`src/rtl/muldiv_pkg.sv`:
```
// muldiv_pkg: op codes, FSM state type and op helpers for muldiv_unit.
// MADD/MADDU/MSUB/MSUBU are only executed when MULDIV_MADD_EN is defined.
package muldiv_pkg;

    localparam logic [3:0] OP_MULT  = 4'd0;
    localparam logic [3:0] OP_MULTU = 4'd1;
    localparam logic [3:0] OP_DIV   = 4'd2;
    localparam logic [3:0] OP_DIVU  = 4'd3;
    localparam logic [3:0] OP_MFHI  = 4'd4;
    localparam logic [3:0] OP_MFLO  = 4'd5;
    localparam logic [3:0] OP_MTHI  = 4'd6;
    localparam logic [3:0] OP_MTLO  = 4'd7;
    localparam logic [3:0] OP_MADD  = 4'd8;
    localparam logic [3:0] OP_MADDU = 4'd9;
    localparam logic [3:0] OP_MSUB  = 4'd10;
    localparam logic [3:0] OP_MSUBU = 4'd11;

    typedef enum logic [1:0] {
        S_IDLE,
        S_RUN,
        S_FIXUP,
        S_ACCUM
    } md_state_t;

    // Ops whose operands are two's-complement.
    function automatic logic op_signed(input logic [3:0] o);
        return (o == OP_MULT) || (o == OP_DIV) ||
               (o == OP_MADD) || (o == OP_MSUB);
    endfunction

endpackage

```
`src/rtl/muldiv_if.sv`:
```
// muldiv_if: op request / MFHI-MFLO read bus between controller and muldiv_unit.
// master drives the op, slave answers with op_ready and rd_data.
interface muldiv_if #(
    parameter int WIDTH = 32
);
    logic             op_valid;
    logic [3:0]       op;
    logic [WIDTH-1:0] a;
    logic [WIDTH-1:0] b;
    logic             op_ready;
    logic [WIDTH-1:0] rd_data;

    modport master (
        output op_valid, op, a, b,
        input  op_ready, rd_data
    );

    modport slave (
        input  op_valid, op, a, b,
        output op_ready, rd_data
    );
endinterface

```
`src/rtl/muldiv_iter.sv`:
```
// muldiv_iter: one-bit-per-step shift-add multiply / restoring divide datapath.
// acc holds {upper, lower}: product, or {remainder, quotient} when dividing.
module muldiv_iter
    import muldiv_pkg::*;
#(
    parameter int WIDTH = 32
) (
    input  logic               clk,
    input  logic               reset_n,
    input  logic               load,
    input  logic               step,
    input  logic               is_div,
    input  logic [WIDTH-1:0]   op_a,
    input  logic [WIDTH-1:0]   op_b,
    output logic [2*WIDTH-1:0] acc
);

    logic [WIDTH-1:0] opnd;
    logic             div_mode;
    logic [WIDTH-1:0] addend;
    logic [WIDTH:0]   sum;
    logic [WIDTH:0]   rem_sh;
    logic [WIDTH:0]   diff;

    // Candidate next values for one multiply step and one divide step.
    always_comb begin
        addend = acc[0] ? opnd : '0;
        sum    = {1'b0, acc[2*WIDTH-1:WIDTH]} + {1'b0, addend};
        rem_sh = acc[2*WIDTH-1:WIDTH-1];
        diff   = rem_sh - {1'b0, opnd};
    end

    // Load operands, then advance one bit per step.
    always_ff @(posedge clk or negedge reset_n) begin
        if (!reset_n) begin
            acc      <= '0;
            opnd     <= '0;
            div_mode <= 1'b0;
        end else if (load) begin
            div_mode <= is_div;
            opnd     <= is_div ? op_b : op_a;
            acc      <= is_div ? {{WIDTH{1'b0}}, op_a}
                               : {{WIDTH{1'b0}}, op_b};
        end else if (step) begin
            if (div_mode) begin
                if (!diff[WIDTH])
                    acc <= {diff[WIDTH-1:0], acc[WIDTH-2:0], 1'b1};
                else
                    acc <= {rem_sh[WIDTH-1:0], acc[WIDTH-2:0], 1'b0};
            end else begin
                acc <= {sum, acc[WIDTH-1:1]};
            end
        end
    end

endmodule

```
`src/rtl/muldiv_unit.sv`:
```
// muldiv_unit: iterative MULT/DIV unit owning the HI/LO registers.
// Define MULDIV_MADD_EN to add MADD/MADDU/MSUB/MSUBU (extra ACCUM state).
module muldiv_unit
    import muldiv_pkg::*;
#(
    parameter int WIDTH = 32,
    parameter int CNT_W = $clog2(WIDTH) + 1
) (
    input  logic             clk,
    input  logic             reset_n,
    muldiv_if.slave          bus,
    output logic [WIDTH-1:0] hi,
    output logic [WIDTH-1:0] lo,
    output logic             busy,
    output logic             done,
    output logic             div_by_zero
);

    md_state_t state, state_next;

    logic [CNT_W-1:0]   cnt;
    logic               accept;
    logic               op_mul, op_div, op_start;
    logic               sa, sb, dbz_in;
    logic [WIDTH-1:0]   mag_a, mag_b, iter_a;
    logic               load, step;
    logic [2*WIDTH-1:0] acc;
    logic [2*WIDTH-1:0] fix_hl;
    logic [WIDTH-1:0]   q, r;
    logic               r_div, r_sa, r_sb, r_dbz;
`ifdef MULDIV_MADD_EN
    logic               op_acc, op_sub;
    logic               r_acc, r_sub;
    logic [2*WIDTH-1:0] prod;
`endif

    assign accept   = bus.op_valid & bus.op_ready;
    assign bus.op_ready = (state == S_IDLE);
    assign busy     = (state != S_IDLE);

    // Decode the presented op and prepare operand magnitudes.
    always_comb begin
        op_mul = (bus.op == OP_MULT) || (bus.op == OP_MULTU);
        op_div = (bus.op == OP_DIV)  || (bus.op == OP_DIVU);
`ifdef MULDIV_MADD_EN
        op_acc = (bus.op == OP_MADD) || (bus.op == OP_MADDU) ||
                 (bus.op == OP_MSUB) || (bus.op == OP_MSUBU);
        op_sub = (bus.op == OP_MSUB) || (bus.op == OP_MSUBU);
        op_start = op_mul | op_div | op_acc;
`else
        op_start = op_mul | op_div;
`endif
        sa     = op_signed(bus.op) & bus.a[WIDTH-1];
        sb     = op_signed(bus.op) & bus.b[WIDTH-1];
        mag_a  = sa ? -bus.a : bus.a;
        mag_b  = sb ? -bus.b : bus.b;
        dbz_in = op_div & (bus.b == '0);
        // Divide by zero reports the raw dividend in HI.
        iter_a = dbz_in ? bus.a : mag_a;
    end

    // MFHI/MFLO read port.
    always_comb begin
        bus.rd_data = '0;
        if (bus.op_valid) begin
            if (bus.op == OP_MFHI)
                bus.rd_data = hi;
            else if (bus.op == OP_MFLO)
                bus.rd_data = lo;
        end
    end

    // Sign correction of the raw magnitude result.
    always_comb begin
        q      = acc[WIDTH-1:0];
        r      = acc[2*WIDTH-1:WIDTH];
        fix_hl = (r_sa ^ r_sb) ? -acc : acc;
        if (r_div) begin
            if (r_dbz)
                fix_hl = {q, {WIDTH{1'b1}}};
            else
                fix_hl = {(r_sa ? -r : r),
                          ((r_sa ^ r_sb) ? -q : q)};
        end
    end

    // Next-state and datapath control.
    always_comb begin
        state_next = state;
        load       = 1'b0;
        step       = 1'b0;
        unique case (state)
            S_IDLE: begin
                if (accept && op_start) begin
                    load       = 1'b1;
                    state_next = dbz_in ? S_FIXUP : S_RUN;
                end
            end
            S_RUN: begin
                step = 1'b1;
                if (cnt == CNT_W'(1))
                    state_next = S_FIXUP;
            end
            S_FIXUP: begin
`ifdef MULDIV_MADD_EN
                state_next = r_acc ? S_ACCUM : S_IDLE;
`else
                state_next = S_IDLE;
`endif
            end
            S_ACCUM: state_next = S_IDLE;
            default: state_next = S_IDLE;
        endcase
    end

    // State register.
    always_ff @(posedge clk or negedge reset_n) begin
        if (!reset_n)
            state <= S_IDLE;
        else
            state <= state_next;
    end

    // HI/LO, op context, step counter and status flags.
    always_ff @(posedge clk or negedge reset_n) begin
        if (!reset_n) begin
            cnt         <= '0;
            r_div       <= 1'b0;
            r_sa        <= 1'b0;
            r_sb        <= 1'b0;
            r_dbz       <= 1'b0;
            hi          <= '0;
            lo          <= '0;
            done        <= 1'b0;
            div_by_zero <= 1'b0;
`ifdef MULDIV_MADD_EN
            r_acc       <= 1'b0;
            r_sub       <= 1'b0;
            prod        <= '0;
`endif
        end else begin
            done <= 1'b0;
            unique case (state)
                S_IDLE: begin
                    if (accept && op_start) begin
                        cnt         <= CNT_W'(WIDTH);
                        r_div       <= op_div;
                        r_sa        <= sa;
                        r_sb        <= sb;
                        r_dbz       <= dbz_in;
                        div_by_zero <= 1'b0;
`ifdef MULDIV_MADD_EN
                        r_acc       <= op_acc;
                        r_sub       <= op_sub;
`endif
                    end else if (accept && bus.op == OP_MTHI) begin
                        hi <= bus.a;
                    end else if (accept && bus.op == OP_MTLO) begin
                        lo <= bus.a;
                    end
                end
                S_RUN: cnt <= cnt - CNT_W'(1);
                S_FIXUP: begin
`ifdef MULDIV_MADD_EN
                    if (r_acc) begin
                        prod <= fix_hl;
                    end else begin
                        {hi, lo} <= fix_hl;
                        done     <= 1'b1;
                    end
`else
                    {hi, lo} <= fix_hl;
                    done     <= 1'b1;
`endif
                    if (r_div && r_dbz)
                        div_by_zero <= 1'b1;
                end
                S_ACCUM: begin
`ifdef MULDIV_MADD_EN
                    {hi, lo} <= r_sub ? ({hi, lo} - prod)
                                      : ({hi, lo} + prod);
                    done     <= 1'b1;
`endif
                end
                default: ;
            endcase
        end
    end

    muldiv_iter #(.WIDTH(WIDTH)) u_iter (
        .clk     (clk),
        .reset_n (reset_n),
        .load    (load),
        .step    (step),
        .is_div  (op_div),
        .op_a    (iter_a),
        .op_b    (mag_b),
        .acc     (acc)
    );

endmodule

```
`src/flat_wrapper.sv`:
```
// flat-port wrapper written by rule: the top's interface ports become plain ports
module muldiv_unit_flat import muldiv_pkg::*;
#(
    parameter int WIDTH = 32,
    parameter int CNT_W = $clog2(WIDTH) + 1
)
  (clk, reset_n, hi, lo, busy, done, div_by_zero, bus_op_valid, bus_op, bus_a, bus_b, bus_op_ready, bus_rd_data);
  muldiv_if #(.WIDTH(WIDTH)) bus_i ();
  input  logic clk;
  input  logic reset_n;
  output logic [WIDTH-1:0] hi;
  output logic [WIDTH-1:0] lo;
  output logic busy;
  output logic done;
  output logic div_by_zero;
  input wire logic [$bits(bus_i.op_valid)-1:0] bus_op_valid;
  input wire logic [$bits(bus_i.op)-1:0] bus_op;
  input wire logic [$bits(bus_i.a)-1:0] bus_a;
  input wire logic [$bits(bus_i.b)-1:0] bus_b;
  output wire logic [$bits(bus_i.op_ready)-1:0] bus_op_ready;
  output wire logic [$bits(bus_i.rd_data)-1:0] bus_rd_data;
  assign bus_i.op_valid = bus_op_valid;
  assign bus_i.op = bus_op;
  assign bus_i.a = bus_a;
  assign bus_i.b = bus_b;
  assign bus_op_ready = bus_i.op_ready;
  assign bus_rd_data = bus_i.rd_data;
  muldiv_unit #(.WIDTH(WIDTH), .CNT_W(CNT_W)) u_core (.clk(clk), .reset_n(reset_n), .bus(bus_i), .hi(hi), .lo(lo), .busy(busy), .done(done), .div_by_zero(div_by_zero));
endmodule
```
`config.mk`:
```
export PLATFORM = sky130hd
export DESIGN_NAME = muldiv_unit_flat
export DESIGN_NICKNAME = d
export VERILOG_FILES = /design/src/rtl/muldiv_pkg.sv /design/src/rtl/muldiv_if.sv /design/src/rtl/muldiv_iter.sv /design/src/rtl/muldiv_unit.sv /design/src/flat_wrapper.sv
export SDC_FILE = /design/constraint.sdc
export NUM_CORES = 1
export LEC_CHECK = 0
export CORE_MARGIN = 3
export CORE_UTILIZATION = 50
export DETAILED_ROUTE_END_ITERATION = 10
export PLACE_DENSITY = 0.71
export SYNTH_ARGS = -nofsm -noshare
export SYNTH_HDL_FRONTEND = slang
export SYNTH_HIERARCHICAL = 1
export SYNTH_SLANG_ARGS = --single-unit
```
`constraint.sdc`:
```
create_clock -name clk -period 9.5 [get_ports clk]
set_input_delay 0.95 -clock clk [delete_from_list [all_inputs] [get_ports clk]]
set_output_delay 0.95 -clock clk [all_outputs]
set_load 0.01 [all_outputs]
```
Yosys cells after proc, flatten, opt, wreduce, memory -nomap -nowiden
Index checks and enable logic that the tools add are counted.
- register bits after elaboration: 175
- input port bits: 71
- output and inout port bits: 100
- add/subtract/negate cells: 8
- equality and inequality tests: 20
- muxes and demuxes: 38
- bitwise logic cells: 6
- reduce and logical (&&, ||, !) cells: 23
- operators by type and width (cell ; number):
    32-bit 2-to-1 mux ; 16
    64-bit 2-to-1 mux ; 7
    32-bit negation ; 4
    32-bit case mux with 2 select lines ; 2
    64-bit negation ; 1
    32-bit by 32-bit adder with 33-bit output ; 1
    33-bit by 32-bit subtractor with 33-bit output ; 1
    32-bit logical NOT ; 1
    4-bit by 3-bit == test with 1-bit output, second input constant ; 4
    6-bit case mux with 2 select lines ; 1
    2-bit inequality test, second input constant ; 5
    4-bit by 2-bit == test with 1-bit output, second input constant ; 2
    4-bit == test, second input constant ; 2
    2-bit nonzero test ; 4
    6-bit by 1-bit == test with 1-bit output, second input constant ; 1
    1-bit 2-to-1 mux ; 6
    2-bit 2-to-1 mux ; 3
    6-bit 2-to-1 mux ; 1
    2-bit case mux with 3 select lines ; 1
    2-bit AND reduction ; 3
    3-bit AND reduction ; 2
    6-bit by 1-bit subtractor with 6-bit output, second input constant ; 1
    1-bit logical OR ; 5
    1-bit bitwise AND ; 4
    other kinds (12) ; 17

Depth between registers and ports, before layout
Gate-level depths: netlist of run 1.
- depth after elaboration: 9
- gate-level depth with buffers: 14
- depth with buffers taken out: 13

By module
The synthesis of run 1 kept the hierarchy.
- by module, submodules not included (module ; times used ; cells an instance ; area an instance (µm²)):
    muldiv_iter ; 1 ; 1129 ; 9178.8
    muldiv_unit ; 1 ; 1072 ; 8002.7

Worst setup path after synthesis of run 1
No wires, ideal clock.
- kind: in2reg
- start: in bus_b[2]
- end: reg u_core.u_iter.opnd[29]
- library setup time: 0.077 ns
- data arrival time: 3.119 ns
- data required time: 9.423 ns
- slack: 6.304 ns
- cell stages on the path: 9
- path through: or3_1 or4_1 or3_1 nor3_2 nand2_1 o41ai_1 xnor2_1 mux2i_1 a21oi_1
- RTL lines (item ; RTL line ; RTL):
    start, declared ; flat_wrapper.sv:19 ; input wire logic [$bits(bus_i.b)-1:0] bus_b;
    32-bit negation ; muldiv_unit.sv:56 ; mag_b = sb ? -bus.b : bus.b;
    32-bit 2-to-1 mux ; muldiv_unit.sv:56 ;
    net u_core.mag_b[29] ; muldiv_unit.sv:25 ; logic [WIDTH-1:0] mag_a, mag_b, iter_a;
    32-bit 2-to-1 mux ; muldiv_iter.sv:41 ; opnd <= is_div ? op_b : op_a;
    end signal, assigned ; muldiv_iter.sv:41 ;
    end, declared ; muldiv_iter.sv:18 ; logic [WIDTH-1:0] opnd;
The timed path passes the listed nets, and every way through them passes these cells.
A chain may end at the register's enable or synchronous reset.

Final worst setup path of run 1
- start: reg u_core.u_iter.acc[31]
- end: reg u_core.u_iter.acc[48]
- word-level cells in the longest chain between the ends: 5
- RTL lines (item ; RTL line ; RTL):
    start, declared ; muldiv_iter.sv:15 ; output logic [2*WIDTH-1:0] acc
    start signal, assigned ; muldiv_iter.sv:42 ; acc <= is_div ? {{WIDTH{1'b0}}, op_a}
    start signal, assigned ; muldiv_iter.sv:47 ; acc <= {diff[WIDTH-1:0], acc[WIDTH-2:0], 1'b1};
    start signal, assigned ; muldiv_iter.sv:49 ; acc <= {rem_sh[WIDTH-1:0], acc[WIDTH-2:0], 1'b0};
    33-bit by 32-bit subtractor with 33-bit output ; muldiv_iter.sv:30 ; diff = rem_sh - {1'b0, opnd};
    64-bit 2-to-1 mux ; muldiv_iter.sv:46 ; if (!diff[WIDTH])
    64-bit 2-to-1 mux ; muldiv_iter.sv:45 ; if (div_mode) begin
    64-bit 2-to-1 mux ; muldiv_iter.sv:44 ; end else if (step) begin
    64-bit 2-to-1 mux ; muldiv_iter.sv:39 ; end else if (load) begin
No other way between the ends. The select of a mux whose other input is x is not followed.

==> flow_summary.toml, run 1 <==
[detailed_routing]
drt_iter0_drc = 2228
firstDrtPassIters = 6
wl_per_cell_um = 25.6
via_per_inst = 6.71
wl_um = 70300
drc_errors = 0
num_vias = 18400
drtAntennaViolNets = 0

[yosys]
ys_warn_count = 6
mappedNetlistNets = 2344
synthArstFlopShare_pct = 100
synth.distinct_cells = 97
synth_edf_count = 0
synth_seq_cells = 175
synth.avg_cell_area_um2 = 7.81
syn_area_um2 = 17200
yosysSeqAreaShare_pct = 25.5
ys.flop_type = "dfrtp_1"
netlist_instances = 2201

[power]
internal_power_mw = 3.67
swShare_pct = 54.1
p_per_area_nw_per_um2 = 405
switchingPower_mw = 4.33
comb_power_share_pct = 66.0
vdd_ir_drop_max_mv = 0.335
clkPwrFrac_pct = 9.3
p_leak_nw = 7.74
seqPwrFrac_pct = 24.7

[sta]
skew_ps = 25.2
max_freq_mhz = 230
worstMarginPinSlew_ps = 1080
timing.slew.headroom_pct = 27.3
whs_ps = 417
rsz0062_at_grt = "false"
report.final.slew_viol_count = 0
min_period_ps = 4350
fin_tns_setup_ps = 0
hold_viol = 0
finalCritPeriodShare_pct = 45.8
setup-violations-final = 0

[clock_network]
clock_path_buffers = 2
numCtsBuffers = 17
clk_pin_slew_ps = 80
clk-insertion-delay-late_ps = 480
holdBufCountCts = 0
post_cts_buffers = 0
cts_resized = 0
htreeDepth = 4
cts.sinks = 175
cts_tree = "built"
cts_root_buffer = "clkbuf_16"

[global_route]
grt_max_degree = 100
overflow = 0
antenna_found_initial = 2
groute.usage.overall_pct = 37.3
grt_pass1_wl_um = 104000
grt_pass1_vias = 16900

[setup_path]
cp_slowest_cell = "dfrtp_1"
required_ps = 9820
crit_arrival_ps = 4670
worstRegToRegCells = 13
cp_max_fo = 13
rr_endpoint = "u_core/u_iter/acc[48]$_DFFE_PN0P_"
cp-end-kind = "flop"
timing.rr.start = "u_core/u_iter/acc[31]$_DFFE_PN0P_"
worst-path-buf-inv = 2
worstPathCellList = "inv_1, ha_1, fa_1, nand2b_1, a21oi_1, o21ai_1, a21oi_2, a41oi_4, xnor2_2, buf_4, mux2_2, a211oi_1, nor3_1"
critPathKind = "flop to flop"
r2r_slack_ps = 5150
startpoint_type = "flop"
cp_top_family = "compound AO/OA/AOI/OAI gates"
max_stage_delay_ps = 580

[placement]
port_buffers = 170
dp_hpwl_um = 53200
gp_congestion = 0.977

[worst_hold_path]
hold_class = "primary input to async pin"

[layout]
area_delta_synth_final_pct = 15.0
nFillCells = 3143
drive_gt1_share_pct = 5.45
seqCellArea_um2 = 4380
multi_input_area_um2 = 12000
nets = 2424

[die]
initial_utilization_pct = 51.0
die_w_um = 191
rows = 67
die_height_um = 191
die_area_um2 = 36600
ios = 171
coreArea_um2 = 33700

[run_status]
status = "finished clean"

[run]
drv_cap = 0
## sequential cells by signal, indices dropped and copies added, names as in the netlist
signal and cells:
u_core/lo 32, u_core/r_div 1, u_core/hi 32, u_core/u_iter/acc 64
u_core/r_sa 1, u_core/div_by_zero 1, u_core/cnt 6, u_core/done 1
u_core/u_iter/div_mode 1, u_core/r_sb 1, u_core/r_dbz 1, u_core/state 2
u_core/u_iter/opnd 32
## placed cells by master (no fill, tap or decap), types with 33 or more instances in the layout
cell / instances
a22oi_1: 44
nor3_1: 56
mux2i_1: 109
and2_1: 38
xnor2_1: 95
nand2_1: 158
o21ai_0: 143
o22ai_1: 33
clkdlybuf4s50_1: 169
inv_1: 74
dfrtp_1: 174
ha_1: 70
nand2b_1: 33
a211oi_1: 49
nor2_1: 236
a21oi_1: 202
xor2_1: 82
nor2b_1: 44
## how the worst max path moves through the flow
stage	startpoint	end	slack, ps	depth (start not counted)
finish	u_core/u_iter/acc[31]$_DFFE_PN0P_	u_core/u_iter/acc[48]$_DFFE_PN0P_	5150	13
floorplan	bus_b[2]	u_core/u_iter/opnd[29]$_DFFE_PN0P_	6300	9
global route	u_core/u_iter/acc[31]$_DFFE_PN0P_	u_core/u_iter/acc[48]$_DFFE_PN0P_	4990	13
global placement	bus_a[5]	u_core/u_iter/opnd[31]$_DFFE_PN0P_	5230	9
detailed placement	bus_a[5]	u_core/u_iter/acc[28]$_DFFE_PN0P_	5080	10
CTS	u_core/u_iter/acc[31]$_DFFE_PN0P_	u_core/u_iter/acc[48]$_DFFE_PN0P_	5260	13
## power by group through the flow
stage | clock network [mW] | registers [mW] | logic, mW
floorplan | 0 | 1.56 | 3.81
global placement | 0 | 1.93 | 5.05
detailed placement | 0 | 1.94 | 5.15
CTS | 0.749 | 1.93 | 5.18
global route | 0.773 | 1.99 | 5.77
finish | 0.740 | 1.98 | 5.28
## routing by layer
metal  global-route usage (%)  up-vias  routed length [um]
li1                         -     8229                   -
met1                     49.7     8837               28600
met2                     56.1     1087               30300
met3                     8.86      235                7280
met4                     19.8        4                4090
met5                        0        -                  27
## cell type report
cell class	instances	share of cell area, %
multi-input combinational	1806	60.5
sequential	175	22.2
timing repair buffer	202	9.83
tap	448	2.84
clock buffer	17	2.15
inverter	79	1.51
clock inverter	15	0.943
antenna	1	0.0127
## stage by stage
step | std cells | utilization (%) | total power, mW | setup slack [ps] | instance area (um^2)
after floorplan | 2201 | - | 5.37 | 6300 | 17200
after global placement | 2710 | 56.8 | 6.97 | 5230 | 19100
after detailed placement | 2710 | 56.8 | 7.09 | 5080 | 19100
after CTS | 2742 | 58.6 | 7.86 | 5260 | 19800
after global routing | 2742 | 58.6 | 8.53 | 4990 | 19800
final | 2743 | 58.6 | 8.00 | 5150 | 19800
## synthesized netlist by cell type, types with 8 or more instances
cell type / number / area share (%)
nand2_1: 158 / 3.5
clkbuf_1: 101 / 2.2
dfrtp_1: 175 / 25
o221ai_1: 12 / 0.61
and2_1: 38 / 1.4
o21ai_1: 9 / 0.26
buf_1: 17 / 0.37
a21o_1: 19 / 0.83
or4_1: 17 / 0.74
nor3_1: 56 / 1.6
a21oi_1: 202 / 5.9
and3_1: 12 / 0.44
nor4_1: 23 / 0.84
ha_1: 70 / 5.1
o31ai_1: 24 / 1.0
nand3_1: 23 / 0.67
nor3b_1: 9 / 0.39
mux2i_1: 109 / 6.4
a211oi_1: 49 / 2.1
nor2_1: 237 / 5.2
o41ai_1: 12 / 0.61
buf_2: 13 / 0.38
xnor2_1: 97 / 4.9
o211ai_1: 27 / 1.2
nor2b_1: 44 / 1.6
or3_1: 31 / 1.1
a22oi_1: 44 / 1.9
o21a_1: 13 / 0.57
inv_1: 76 / 1.7
nand4_1: 13 / 0.47
nand2b_1: 33 / 1.2
o21ai_0: 144 / 4.2
o22ai_1: 33 / 1.2
xor2_1: 83 / 4.2
a31oi_1: 29 / 1.1
a221oi_1: 8 / 0.41
## cell families after synthesis
| kind of cell | count (synthesis) | share of synthesized area [%] |
|---|---|---|
| adder cells (fa/ha/maj) | 72 | 5.33 |
| AO/OA/AOI/OAI | 711 | 27.0 |
| AND/OR/NAND/NOR | 729 | 21.1 |
| multiplexers | 113 | 6.61 |
| flip-flops | 175 | 25.5 |
| buffers and inverters | 220 | 5.21 |
| XOR/XNOR | 181 | 9.27 |
Note: power is estimated with default switching activity, not from simulation.
==> run 2: changes to the inputs <==
--- a/config.mk
+++ b/config.mk
@@ -8,7 +8,7 @@
 export CORE_MARGIN = 3
 export CORE_UTILIZATION = 50
 export DETAILED_ROUTE_END_ITERATION = 10
-export PLACE_DENSITY = 0.71
+export PLACE_DENSITY = 0.74
 export SYNTH_ARGS = -nofsm -noshare
 export SYNTH_HDL_FRONTEND = slang
 export SYNTH_HIERARCHICAL = 1
==> constraint.sdc (replaced) <==
create_clock -name clk -period 3.8 [get_ports clk]
set_input_delay 0.38 -clock clk [delete_from_list [all_inputs] [get_ports clk]]
set_output_delay 0.38 -clock clk [all_outputs]
set_load 0.01 [all_outputs]
==> run 2 against run 1 <==
Critical path depth fell by 3. Cell area rose by 4.1%. Sequential power increased by 110%. First-iteration DRC count rose by 2.1%. Critical endpoint is now u_core/u_iter/acc[31]$_DFFE_PN0P_. Largest power group unchanged. Non-clock buffer count is 110 higher. The flow now finishes with violations (negative hold slack).
==> flow_summary.toml, run 2 (synthesis results as in run 1) <==
[setup_path]
required_ps = 4110
worst-path-stages = 10
max_stage_delay_ps = 620
timing.rr.start = "u_core/u_iter/acc[31]$_DFFE_PN0P_"
cp_max_fo = 5
critPathLaunch = "bus_a[5]"
critPathKind = "primary input to flop"
cp-end-kind = "flop"
rr_endpoint = "u_core/u_iter/acc[48]$_DFFE_PN0P_"
startpoint_type = "primary input"
r2r_slack_ps = 250
crit_arrival_ps = 3890
worstRegToRegCells = 12
cp_slowest_cell = "or4_1"
cp-endpoint = "u_core/u_iter/acc[31]$_DFFE_PN0P_"
cp_top_family = "simple AND/OR/NAND/NOR gates"
worstPathCellList = "clkdlybuf4s50_1, or4_1, nor3_1, buf_4, nand4_1, nor2_1, or4b_1, a21boi_1, mux2i_1, a21oi_1"
worst-path-buf-inv = 2

[sta]
timing.slew.headroom_pct = 28.9
setup-violations-final = 0
worstMarginPinSlew_ps = 1070
report.final.slew_viol_count = 0
finalCritPeriodShare_pct = 94.2
skew_ps = 17.3
hold_viol = 16
rsz0062_at_grt = "false"
min_period_ps = 3580
whs_ps = -17.4
max_freq_mhz = 279
postLayoutSetupSlackWorst_ps = 220

[clock_network]
cts_resized = 0
cts_root_buffer = "clkbuf_16"
numCtsBuffers = 17
htreeDepth = 4
clk_pin_slew_ps = 70
cts.sinks = 175
clk-insertion-delay-late_ps = 460
clock_path_buffers = 2
cts_tree = "built"
holdBufCountCts = 0
post_cts_buffers = 0

[layout]
drive_gt1_share_pct = 9.70
final_core_util_pct = 61.1
post-route-cell-area_um2 = 20600
final_common_cell = "nor2_1"
largest_reg_flops = 64
most-common-layout-cells = "nor2_1 (236), a21oi_1 (202), dfrtp_1 (174)"
regMostFlops = "u_core/u_iter/acc"
nets = 2534
area_delta_synth_final_pct = 19.8

[power]
vdd_ir_drop_max_mv = 0.583
p_leak_nw = 8.28
fin_total_pwr_mw = 21.0
p_per_area_nw_per_um2 = 1020

[detailed_routing]
via_per_inst = 6.69
wl_um = 74100
drt_iter0_drc = 2274
wl_per_cell_um = 26.0
drtAntennaViolNets = 0
firstDrtPassIters = 8
drc_errors = 0
num_vias = 19100

[worst_hold_path]
hold_class = "primary input to async pin"

[placement]
post_dp_cell_area_um2 = 20000
dp_hpwl_um = 56700
port_buffers = 170
place_ws_ps = -39.6
gp_congestion = 1.04

[global_route]
overflow = 0
groute.usage.overall_pct = 39.9
antenna_found_initial = 0
grt_pass1_wl_um = 111000
grt_max_degree = 103
grt_pass1_vias = 18000

[die]
initial_utilization_pct = 51.0
ios = 171
die_w_um = 191
rows = 67
coreArea_um2 = 33700
die_area_um2 = 36600
die_height_um = 191

[run_status]
violations = "negative hold slack"
status = "complete, but fails checks"

[run]
drv_cap = 0
run 2: layout make-up:
class	count	area, um^2
fill	3145	13100
tap	448	561
antenna	1	2.50
sequential	175	4380
inverter	79	299
multi-input combinational	1806	12000
clock inverter	13	116
clock buffer	18	439
timing repair buffer	312	2820
run 2: routing by layer:
layer | share of wire [%] | GRT usage [%] | up-vias
met2 | 43 | 59.8 | 1189
met4 | 5.3 | 19.9 | 0
met5 | 0 | 0.275 | -
li1 | - | - | 8441
met3 | 12 | 12.0 | 222
met1 | 40 | 52.0 | 9227
run 2: worst min-delay path by stage:
stage | startpoint | end
after floorplan | reset_n | u_core/cnt[0]$_DFFE_PN0P_
after global placement | u_core/div_by_zero$_DFFE_PN0P_ | u_core/div_by_zero$_DFFE_PN0P_
after detailed placement | reset_n | u_core/u_iter/acc[34]$_DFFE_PN0P_
after CTS | reset_n | u_core/u_iter/acc[52]$_DFFE_PN0P_
after global routing | reset_n | u_core/u_iter/acc[36]$_DFFE_PN0P_
final | reset_n | u_core/u_iter/acc[35]$_DFFE_PN0P_
run 2: metrics by stage:
| step | hold slack [ps] | TNS (ps) | instances |
|---|---|---|---|
| 2_1_floorplan | 84.4 | 0 | 2201 |
| 3_3_place_gp | 478 | -40.6 | 2820 |
| 3_5_place_dp | 498 | -39.6 | 2820 |
| 4_1_cts | 4.60 | 0 | 2851 |
| 5_1_grt | 7.81 | 0 | 2851 |
| 6_report | -17.4 | 0 | 2852 |
run 2: power by group:
| part | internal [mW] | switching (mW) | total [mW] |
|---|---|---|---|
| combinational | 6.16 | 8.86 | 15.0 |
| clock | 0.918 | 0.851 | 1.77 |
| sequential | 2.80 | 1.39 | 4.19 |
| total | 9.88 | 11.1 | 21.0 |
run 2: worst register-to-register path: stages, from the launching register on:
cell and delay, ps:
dfrtp_1 340, inv_1 60, ha_1 220, fa_1 400
nand2b_1 180, a21oi_1 250, o21ai_1 190, a21oi_2 310
a41oi_4 230, xnor2_2 490, mux2_2 410, a211oi_1 270
nor3_1 80
